--- src/rtl/amp_sched_pkg.sv ---
// +----------------------------------------------------------------------+
// | amp_sched_pkg: shared types and defaults for the amplitude scheduler |
// | Rev 1.0                                                              |
// +----------------------------------------------------------------------+
`default_nettype none

package amp_sched_pkg;

  localparam int NUM_CH_DEF = 8;

  typedef enum logic [2:0] {
    IDLE   = 3'b001,
    ACCUM  = 3'b010,
    UPDATE = 3'b100
  } state_t;

endpackage

`default_nettype wire

--- src/rtl/amp_ch_sched_rr_arb.sv ---
// +----------------------------------------------------------------------+
// | rr_arb: combinational round-robin pick starting after the pointer    |
// | Rev 1.0                                                              |
// +----------------------------------------------------------------------+
`default_nettype none

module rr_arb
  import amp_sched_pkg::*;
#(
  parameter int NUM_CH = NUM_CH_DEF,
  parameter int CH_W   = $clog2(NUM_CH)
) (
  input  logic [NUM_CH-1:0] pending,
  input  logic [CH_W-1:0]   pointer,
  output logic              gnt_vld,
  output logic [CH_W-1:0]   gnt_idx
);

  logic [CH_W-1:0] cand;

  // Walk from the farthest candidate to the nearest so the nearest hit wins;
  // the index width makes the wrap modulo NUM_CH implicit.
  always_comb begin
    gnt_vld = 1'b0;
    gnt_idx = '0;
    cand    = '0;
    for (int i = NUM_CH; i >= 1; i--) begin
      cand = pointer + CH_W'(i);
      if (pending[cand]) begin
        gnt_vld = 1'b1;
        gnt_idx = cand;
      end
    end
  end

endmodule

`default_nettype wire

--- src/rtl/amp_ch_sched.sv ---
// +----------------------------------------------------------------------+
// | amp_ch_sched: round-robin scheduler sharing one averaging engine     |
// | Optional overrun detection enabled by macro AMP_SCHED_OVRN_EN.       |
// | Rev 1.0                                                              |
// +----------------------------------------------------------------------+
`default_nettype none

module amp_ch_sched
  import amp_sched_pkg::*;
#(
  parameter int NUM_CH = NUM_CH_DEF,
  parameter int CH_W   = $clog2(NUM_CH)
) (
  input  logic              clk,
  input  logic              rst,
  input  logic              en,
  input  logic [NUM_CH-1:0] req,
  input  logic              ovrn_clr,
  output logic [CH_W-1:0]   ch_sel,
  output logic              accum_en,
  output logic              update_en,
  output logic              busy,
  output logic [NUM_CH-1:0] ovrn
);

  state_t            state_q, state_d;
  logic [NUM_CH-1:0] pending_q, pending_d;
  logic [CH_W-1:0]   ptr_q, ptr_d;
  logic [CH_W-1:0]   ch_sel_q, ch_sel_d;
  logic [NUM_CH-1:0] grant_mask;
  logic              gnt_vld;
  logic [CH_W-1:0]   gnt_idx;

  rr_arb #(
    .NUM_CH (NUM_CH),
    .CH_W   (CH_W)
  ) u_rr_arb (
    .pending (pending_q),
    .pointer (ptr_q),
    .gnt_vld (gnt_vld),
    .gnt_idx (gnt_idx)
  );

  always_comb begin
    state_d    = state_q;
    ptr_d      = ptr_q;
    ch_sel_d   = ch_sel_q;
    grant_mask = '0;
    case (state_q)
      IDLE: begin
        if (en && gnt_vld) begin
          state_d    = ACCUM;
          ch_sel_d   = gnt_idx;
          ptr_d      = gnt_idx;
          grant_mask = {{(NUM_CH-1){1'b0}}, 1'b1} << gnt_idx;
        end
      end
      ACCUM:   state_d = UPDATE;
      UPDATE:  state_d = IDLE;
      default: state_d = IDLE;
    endcase
    // A new request on the granted channel re-arms it (set beats clear).
    pending_d = (pending_q & ~grant_mask) | req;
  end

  always_ff @(posedge clk) begin
    if (rst) begin
      state_q   <= IDLE;
      pending_q <= '0;
      ptr_q     <= CH_W'(NUM_CH - 1);
      ch_sel_q  <= '0;
    end else begin
      state_q   <= state_d;
      pending_q <= pending_d;
      ptr_q     <= ptr_d;
      ch_sel_q  <= ch_sel_d;
    end
  end

`ifdef AMP_SCHED_OVRN_EN
  logic [NUM_CH-1:0] ovrn_q, ovrn_d;

  // Clear first, then OR in new overruns so a coincident set survives.
  always_comb begin
    ovrn_d = (ovrn_clr ? '0 : ovrn_q) | (req & pending_q & ~grant_mask);
  end

  always_ff @(posedge clk) begin
    if (rst) begin
      ovrn_q <= '0;
    end else begin
      ovrn_q <= ovrn_d;
    end
  end

  assign ovrn = ovrn_q;
`else
  logic unused_ovrn_clr;
  assign unused_ovrn_clr = ovrn_clr;
  assign ovrn            = '0;
`endif

  assign ch_sel    = ch_sel_q;
  assign accum_en  = (state_q == ACCUM);
  assign update_en = (state_q == UPDATE);
  assign busy      = (state_q != IDLE);

endmodule

`default_nettype wire

--- config.mk ---
export PLATFORM = sky130hd
export DESIGN_NAME = amp_ch_sched
export DESIGN_NICKNAME = d
export VERILOG_FILES = /design/src/rtl/amp_sched_pkg.sv /design/src/rtl/amp_ch_sched_rr_arb.sv /design/src/rtl/amp_ch_sched.sv
export SDC_FILE = /design/constraint.sdc
export NUM_CORES = 1
export LEC_CHECK = 0
export BUFFER_PORTS_ARGS = -buffer_cell sky130_fd_sc_hd__buf_2
export CORE_UTILIZATION = 52
export CTS_BUF_LIST = sky130_fd_sc_hd__clkbuf_16
export DETAILED_ROUTE_END_ITERATION = 16
export HOLD_SLACK_MARGIN = 0.05
export PLACE_DENSITY = 0.86
export SKIP_CTS_REPAIR_TIMING = 1
export SYNTH_ARGS = -nofsm -noshare
export SYNTH_HDL_FRONTEND = slang
export SYNTH_SLANG_ARGS = --single-unit
--- constraint.sdc ---
create_clock -name clk -period 3.6 [get_ports clk]
set_input_delay 0.18 -clock clk [delete_from_list [all_inputs] [get_ports clk]]
set_output_delay 0.18 -clock clk [all_outputs]
set_load 0.02 [all_outputs]
======== After elaboration in Yosys (flattened, before gate mapping) ========
Index checks and enable logic that the tools add are counted.
Widths: inputs -> output; s select.
cells by class
  $add $sub $neg .......................... 7
  order comparisons ....................... 8
  eq/ne operators ......................... 5
  shift-type cells ........................ 1
  mux-type cells .......................... 36
  bitwise gates (word level) .............. 3
  reductions and logical operators ........ 2
operators with widths
  operator             number
  $lt 3x4->1 const B   8
  $mux 3               9
  $bmux 1 s3           8
  $mux 1               16
  $mux 8               2
  $add 3x3->3 const B  4
  $and 8x8->8          1
  $not 8->8            1
  $or 8x8->8           1
  $shl 1x3->8 const A  1
  $add 3x2->3 const B  2
  $pmux 3 s2           1
  $add 3x1->3 const B  1
  $eq 3x1->1 const B   1
  $eq 3x2->1 const B   1
  $eq 3x3->1 const B   1
  $ne 3x1->1 const B   1
  $ne 2x2->1 const B   1
  $reduce_and 2->1     1
  $logic_and 1x1->1    1
word-level totals
  register bits after elaboration ......... 17
  output and inout port bits .............. 14

======== Depth between registers and ports, before layout ========
Gate-level depths: netlist of run 1.
  depth after elaboration ................. 16
  depth in mapped cells ................... 14
  depth with buffers taken out ............ 9

======== Modules after synthesis ========
A second synthesis of run 1 with hierarchy kept.
unflattened totals
  cells, all modules ...................... 162
  area total of the unflattened synthesis .. 1,423.9 sq um
by module, submodules not included
  module        times used  cells an instance  area an instance (sq um)
  amp_ch_sched  1           85                 749.5
  rr_arb        1           77                 674.4

======== Worst setup path before layout of run 1 ========
OpenSTA, ideal clock, no wires.
  kind .................................... register to register
  start ................................... register ptr_q[1]
  end ..................................... register ch_sel_q[1], in the netlist ch_sel[1]
  library setup time ...................... 0.071 ns
  arrival ................................. 3.350 ns
  required time ........................... 3.529 ns
  path slack .............................. 0.179 ns
  stages on the path, launching flop included .. 14
  clock period less this slack ............ 3.421 ns
  cell sequence ........................... dfxtp_1 -> buf_2 -> buf_2 -> inv_1 -> ha_1 -> buf_2 -> mux2_1 -> mux4_2 -> nor3_1 -> o2111ai_1 -> and3_1 -> clkbuf_2 -> or4_1 -> a21oi_1
between the ends
  cells in the longest elaborated chain, start to end .. 12
RTL lines
  item                                       RTL line                                              RTL
  start: declaration                         amp_ch_sched.sv:28                                    logic [CH_W-1:0] ptr_q, ptr_d;
  start signal: assignment                   amp_ch_sched.sv:70                                    ptr_q <= CH_W'(NUM_CH - 1);
  start signal: assignment                   amp_ch_sched.sv:75                                    ptr_q <= ptr_d;
  $add 3x3->3 or $bmux 1 s3 (tied branches)  amp_ch_sched_rr_arb.sv:28, amp_ch_sched_rr_arb.sv:29
  $bmux 1 s3 or $mux 1 (tied branches)       amp_ch_sched_rr_arb.sv:29                             if (pending[cand]) begin
  $mux 1 (not written as such)               amp_ch_sched_rr_arb.sv:29
  $mux 1 (7 in a row)                        amp_ch_sched_rr_arb.sv:29
  $logic_and 1x1->1                          amp_ch_sched.sv:51                                    if (en && gnt_vld) begin
  $reduce_and 2->1 (no source line)          --
  end signal: assignment                     amp_ch_sched.sv:76                                    ch_sel_q <= ch_sel_d;
  end: declaration                           amp_ch_sched.sv:29                                    logic [CH_W-1:0] ch_sel_q, ch_sel_d;
Parallel ways exist; a longest one is shown, timed or not. The select of a mux whose other input is x is not followed.
A chain may end at the register's enable or synchronous reset.

======== Worst setup path after layout of run 1 ========
  start ................................... register ptr_q[0]
  end ..................................... register pending_q[3]
between the ends
  cells in the longest elaborated chain, start to end .. 16
RTL lines
  item                                                    RTL line                                              RTL
  $add 3x3->3 or $bmux 1 s3 (tied branches)               amp_ch_sched_rr_arb.sv:28, amp_ch_sched_rr_arb.sv:29
  $bmux 1 s3 or $mux 1 (tied branches)                    amp_ch_sched_rr_arb.sv:29
  $mux 1 (not written as such) or $mux 3 (tied branches)  amp_ch_sched_rr_arb.sv:29
  $mux 3 or $mux 1 (tied branches) (7 in a row)           amp_ch_sched_rr_arb.sv:29
  $shl 1x3->8 or $logic_and 1x1->1 (tied branches)        amp_ch_sched.sv:55, amp_ch_sched.sv:51
  $mux 8 (*)                                              amp_ch_sched.sv:51
  $mux 8 (*)                                              amp_ch_sched.sv:49                                    case (state_q)
  $not 8->8 (*)                                           amp_ch_sched.sv:63                                    pending_d = (pending_q & ~grant_mask) | req;
  $and 8x8->8 (*)                                         amp_ch_sched.sv:63
  $or 8x8->8 (*)                                          amp_ch_sched.sv:63
  end signal: assignment                                  amp_ch_sched.sv:74                                    pending_q <= pending_d;
  end: declaration                                        amp_ch_sched.sv:27                                    logic [NUM_CH-1:0] pending_q, pending_d;
Every way passes the cells marked *; elsewhere a longest branch is shown, timed or not. The select of a mux whose other input is x is not followed.

==> results of run 1 <==
registers in the layout (all words and copies together), names as in the netlist:
register and cells:
pending_q 8, ch_sel 3, ptr_q 3, state_q 3
cell families after synthesis:
group | count (synthesis)
compound gates | 42
flops | 17
simple gates | 62
xor+xnor | 4
other cells | 1
fa+ha+maj | 2
mux | 37
buf+inv | 34
cell usage after synthesis (2+ instances only):
| library cell | count | share of area |
|---|---|---|
| mux2_1 | 2 | 0.012 |
| o32a_1 | 2 | 0.011 |
| xnor2_1 | 2 | 0.0096 |
| o21ai_1 | 2 | 0.0055 |
| dfxtp_1 | 17 | 0.19 |
| o21bai_1 | 4 | 0.016 |
| buf_4 | 8 | 0.033 |
| nor3b_1 | 3 | 0.012 |
| or2_1 | 3 | 0.010 |
| o41ai_1 | 4 | 0.019 |
| a21oi_1 | 5 | 0.014 |
| inv_1 | 5 | 0.010 |
| a22oi_1 | 2 | 0.0082 |
| a221oi_1 | 2 | 0.0096 |
| buf_6 | 2 | 0.012 |
| o211ai_1 | 2 | 0.0082 |
| xor2_1 | 2 | 0.0096 |
| ha_1 | 2 | 0.014 |
| mux2_4 | 2 | 0.016 |
| nor2_1 | 15 | 0.031 |
| nor2b_1 | 7 | 0.024 |
| nand3b_1 | 2 | 0.0082 |
| mux4_2 | 14 | 0.17 |
| buf_2 | 7 | 0.019 |
| a311oi_1 | 5 | 0.024 |
| and3_1 | 2 | 0.0068 |
| or4_1 | 2 | 0.0082 |
| nor3_1 | 4 | 0.011 |
| mux2i_1 | 14 | 0.077 |
| and2_1 | 2 | 0.0068 |
| nand2b_1 | 9 | 0.031 |
| mux2_2 | 5 | 0.031 |
| clkbuf_1 | 10 | 0.021 |
| nand2_1 | 9 | 0.018 |
| nand3_1 | 2 | 0.0055 |
per-stage QoR:
step	area, um2	utilization
6_report	1970	0.587
5_1_grt	1970	0.587
4_1_cts	1970	0.587
3_5_place_dp	1890	0.563
3_3_place_gp	1890	0.563
2_1_floorplan	1860	-
final cells by class:
type	count	area, um2
Clock buffer	3	75.1
Sequential cell	17	340
Timing Repair Buffer	24	140
Fill cell	313	1390
Tap cell	46	57.6
Multi-Input combinational cell	155	1330
Clock inverter	1	5.00
Inverter	6	22.5
final timing paths:
check	from	end	slack, ns
worst max-delay path	ptr_q[0]$_SDFFE_PP1P_	pending_q[3]$_SDFF_PP0_	0.30
worst min-delay path	req[2]	pending_q[2]$_SDFF_PP0_	0.21
worst max register to register	ptr_q[0]$_SDFFE_PP1P_	pending_q[3]$_SDFF_PP0_	0.30
worst min register to register	ch_sel[1]$_SDFFE_PP0P_	ch_sel[1]$_SDFFE_PP0P_	0.45
layer usage:
metal | vias to the layer above | track usage | wire (um) | share of wire
li1 | 751 | - | - | -
met3 | 13 | 0.0231 | 344 | 0.078
met5 | - | 0 | 0 | 0
met2 | 98 | 0.433 | 2150 | 0.49
met1 | 764 | 0.367 | 1800 | 0.41
met4 | 0 | 0.127 | 112 | 0.025
critical path, delay by kind of cell, from the launching register on:
kind	cells	cell delay (ns)
and+or+nand+nor	3	0.90
AOI/OAI and AO/OA	2	0.63
adders and majority gates	1	0.54
muxes	2	0.46
DFF	1	0.36
buffers and inverters	2	0.31
==> results.cfg, run 1 <==
[die]
die_w_um = 61.3
start_util = 0.544
fp.dieH_um = 61.3
rows = 21
pin_count = 26
dieArea_um2 = 3760
fp.coreArea_um2 = 3360

[clock_tree]
htreeDepth = 1
cts-root-buf = clkbuf_16
cts_tree = built
clk_path_buf_depth = 2
clkTransAtPathRegs_ns = 0.05
clkLatencyLatePin_ns = 0.25
clock_sinks = 17
cts_buffers = 3

[timing]
timing.setup.tns_ns = 0
timing.final.ws_setup_ns = 0.295
finalClockSkew_ns = 0.00135
setup_viol = 0
finalCritPeriodShare = 0.918
hold_viol_final = 0
period_needed_ns = 3.30
grt_setup_unrepaired = false
drv_slew = 0
fmax_mhz = 303
max_slew_margin = 0.598
timing.hold.ws_ns = 0.212
tightest_slew_ns = 0.602

[routing]
drc = 0
via_count = 1626
drtAntennaViolNets = 0
drt_wl_total_mm = 4.40
vias_per_cell = 6.45
first_pass_iters = 4
drt_first_iter_violations = 105
avgRoutedWirePerCell_um = 17.5

[worst_setup_path]
crit_arrival_ns = 3.45
ff2ff_path_depth = 10
crit_chain = inv_2, ha_1, buf_4, mux2i_1, mux2i_1, or4_1, o311ai_1, and4b_1, and2_1, a311oi_1
crit_top_cell = mux2i_1
path_max_fanout = 9
cp-end-kind = register
crit_path_max_incr_delay_ns = 0.54
startpoint_type = register
path_class = register to register
cp_slowest_cell = ha_1
critPathRequiredTime_ns = 3.75

[finish]
synthToLayoutAreaGrowth_pct = 7.86
mostFrequentLayoutCell = dfxtp_1
nNetsFinal = 221
layout-drive-gt1-share = 0.262
layout_common_cells = dfxtp_1 (17), buf_2 (16), nor2_1 (15)
fin_cells = 252
diodes = 0

[worst_hold_path]
holdPathStages = 3
holdCritPathClass = primary input to register

[yosys]
syn_area_um2 = 1830
synthXorXnorAreaFrac = 0.0191
synthCells = 199
synth-seq-cells = 17
synth_fa_ha_area_frac = 0.0137
synth_compound_area_frac = 0.188
yosys_warnings = 0
synth-edff-count = 0
synth.avg_cell_area_um2 = 9.20
ys_seq_area_frac = 0.186
synth_top_family_by_area = multiplexers
synthDistinctLibCells = 54
synthArstFlopShare = 0
ys.flop_type = dfxtp_1
synthSimpleGateAreaFrac = 0.183
synthMuxAreaShare = 0.308

[placement]
hpwl_mm = 3.14
place_congestion = 0.983
port_buffers = 16
dp_slack_ns = 0.381
dp_cells = 248

[grt]
grt_pass1_wl_mm = 7.42
grt_pass1_vias = 1495
grt_max_degree = 27
antenna_found_initial = 0
grt_overflow_total = 0
grt_usage = 0.269

[job]
cap_viol_max_count = 0

[run_status]
status = finished clean
Power of run 1 is left out: the tool's default activity adds up to more than one toggle a clock period on the data nets, which glitch-free logic cannot reach.
==> run 2: changes to the inputs <==
==> constraint.sdc (replaced) <==
create_clock -name clk -period 3.6 [get_ports clk]
set_input_delay 0.54 -clock clk [delete_from_list [all_inputs] [get_ports clk]]
set_output_delay 0.54 -clock clk [all_outputs]
set_load 0.02 [all_outputs]
==> results.cfg, run 2 (synthesized netlist as in run 1, its figures left out) <==
[run_status]
status = finished clean

[finish]
largest_register_ffs = 8
fill_cells = 298
layout-drive-gt1-share = 0.267
synthToLayoutAreaGrowth_pct = 8.00
regMostFlops = pending_q
diodes = 0
layout_common_cells = dfxtp_1 (17), buf_2 (16), nor2_1 (15)
mostFrequentLayoutCell = dfxtp_1
nNetsFinal = 221

[power]
power.density_nw_per_um2 = 1160
comb_power_share = 0.742
p_leak_nw = 0.842
switching_power_w = 0.00109
seqPwrFrac = 0.162
p_int_w = 0.00120
peakVddDrop_mv = 0.748
power_frac_clock = 0.096
fin_total_pwr_w = 0.00229
switching_share = 0.477

[worst_setup_path]
cp-end-kind = register
critPathRequiredTime_ns = 3.75
path_class = register to register
crit_arrival_ns = 3.45
startpoint_type = register
path_max_fanout = 11

[job]
cap_viol_max_count = 0

[clock_tree]
clkTransAtPathRegs_ns = 0.05
cts-root-buf = clkbuf_16
clock_sinks = 17
clkLatencyLatePin_ns = 0.25
cts_tree = built
clk_path_buf_depth = 2
htreeDepth = 1
cts_buffers = 3

[routing]
drtAntennaViolNets = 0
drt_wl_total_mm = 4.26
vias_per_cell = 6.42
via_count = 1618
drt_first_iter_violations = 104
avgRoutedWirePerCell_um = 16.9
drc = 0
first_pass_iters = 4

[timing]
fmax_mhz = 303
finalClockSkew_ns = 0.00110
max_slew_margin = 0.592
period_needed_ns = 3.30
finalCritPeriodShare = 0.918
tightest_slew_ns = 0.611
timing.setup.tns_ns = 0
hold_viol_final = 0
setup_viol = 0
drv_slew = 0
timing.final.ws_setup_ns = 0.297
grt_setup_unrepaired = false
timing.hold.ws_ns = 0.451

[die]
start_util = 0.544
die_w_um = 61.3
pin_count = 26
fp.dieH_um = 61.3
fp.coreArea_um2 = 3360
dieArea_um2 = 3760
rows = 21

[grt]
grt_pass1_wl_mm = 6.93
grt_usage = 0.252
antenna_found_initial = 0
grt_pass1_vias = 1479
grt_overflow_total = 0
grt_max_degree = 27

[worst_hold_path]
holdCritPathClass = register to register

[placement]
dp_slack_ns = 0.250
port_buffers = 16
hpwl_mm = 3.07
place_congestion = 0.961
[run 2: changes by cell type in the layout (fill, tap and decap cells not counted)]
| cell | before | now |
|---|---|---|
| ha_1 | 2 | 1 |
| ha_2 | 0 | 1 |
[run 2: critical path, stage by stage, from the launching register on]
cell and delay [ns]:
dfxtp_1 0.33, inv_1 0.06, ha_2 0.49, buf_4 0.22, mux2i_1 0.33, mux2i_1 0.17, or4_1 0.43, o311ai_1 0.24
buf_4 0.22, and4b_1 0.26, nor2b_1 0.16, a311oi_1 0.28
[run 2: path summary, 6_finish.rpt]
kind | startpoint | end | slack (ns) | cells past startpoint
hold / removal | ch_sel[1]$_SDFFE_PP0P_ | ch_sel[1]$_SDFFE_PP0P_ | 0.45 | 2
setup / recovery | ptr_q[1]$_SDFFE_PP1P_ | pending_q[2]$_SDFF_PP0_ | 0.30 | 11
setup reg to reg | ptr_q[1]$_SDFFE_PP1P_ | pending_q[2]$_SDFF_PP0_ | 0.30 | 11
hold reg to reg | ch_sel[1]$_SDFFE_PP0P_ | ch_sel[1]$_SDFFE_PP0P_ | 0.45 | 2
[run 2: final cells by class]
type / count / area [um2] / area share
Tap cell: 46 / 57.6 / 0.0291
Sequential cell: 17 / 340 / 0.172
Inverter: 6 / 22.5 / 0.0114
Clock inverter: 1 / 5.00 / 0.00253
Clock buffer: 3 / 75.1 / 0.0380
Timing Repair Buffer: 24 / 140 / 0.0709
Multi-Input combinational cell: 155 / 1340 / 0.676
[run 2: layer usage]
layer | share of wire | global-route usage | up-vias | routed length (um)
met2 | 0.50 | 0.418 | 74 | 2150
met4 | 0.021 | 0.114 | 0 | 90
li1 | - | - | 753 | -
met1 | 0.42 | 0.340 | 782 | 1780
met3 | 0.058 | 0.0189 | 9 | 246
met5 | 0 | 0 | - | 0
[run 2: metrics by stage]
| stage | instance area [um2] | instances | util |
|---|---|---|---|
| 2_1_floorplan | 1860 | 206 | - |
| 3_3_place_gp | 1890 | 248 | 0.563 |
| 3_5_place_dp | 1890 | 248 | 0.563 |
| 4_1_cts | 1970 | 252 | 0.587 |
| 5_1_grt | 1980 | 252 | 0.588 |
| 6_report | 1980 | 252 | 0.588 |
[run 2: power groups by stage]
stage / clock [W] / sequential (W) / combinational, W
3_3_place_gp: 0 / 0.000361 / 0.00162
3_5_place_dp: 0 / 0.000363 / 0.00166
2_1_floorplan: 0 / 0.000302 / 0.00139
6_report: 0.000219 / 0.000370 / 0.00170
5_1_grt: 0.000231 / 0.000376 / 0.00184
4_1_cts: 0.000223 / 0.000363 / 0.00167
Power figures use the tool's default switching activity.
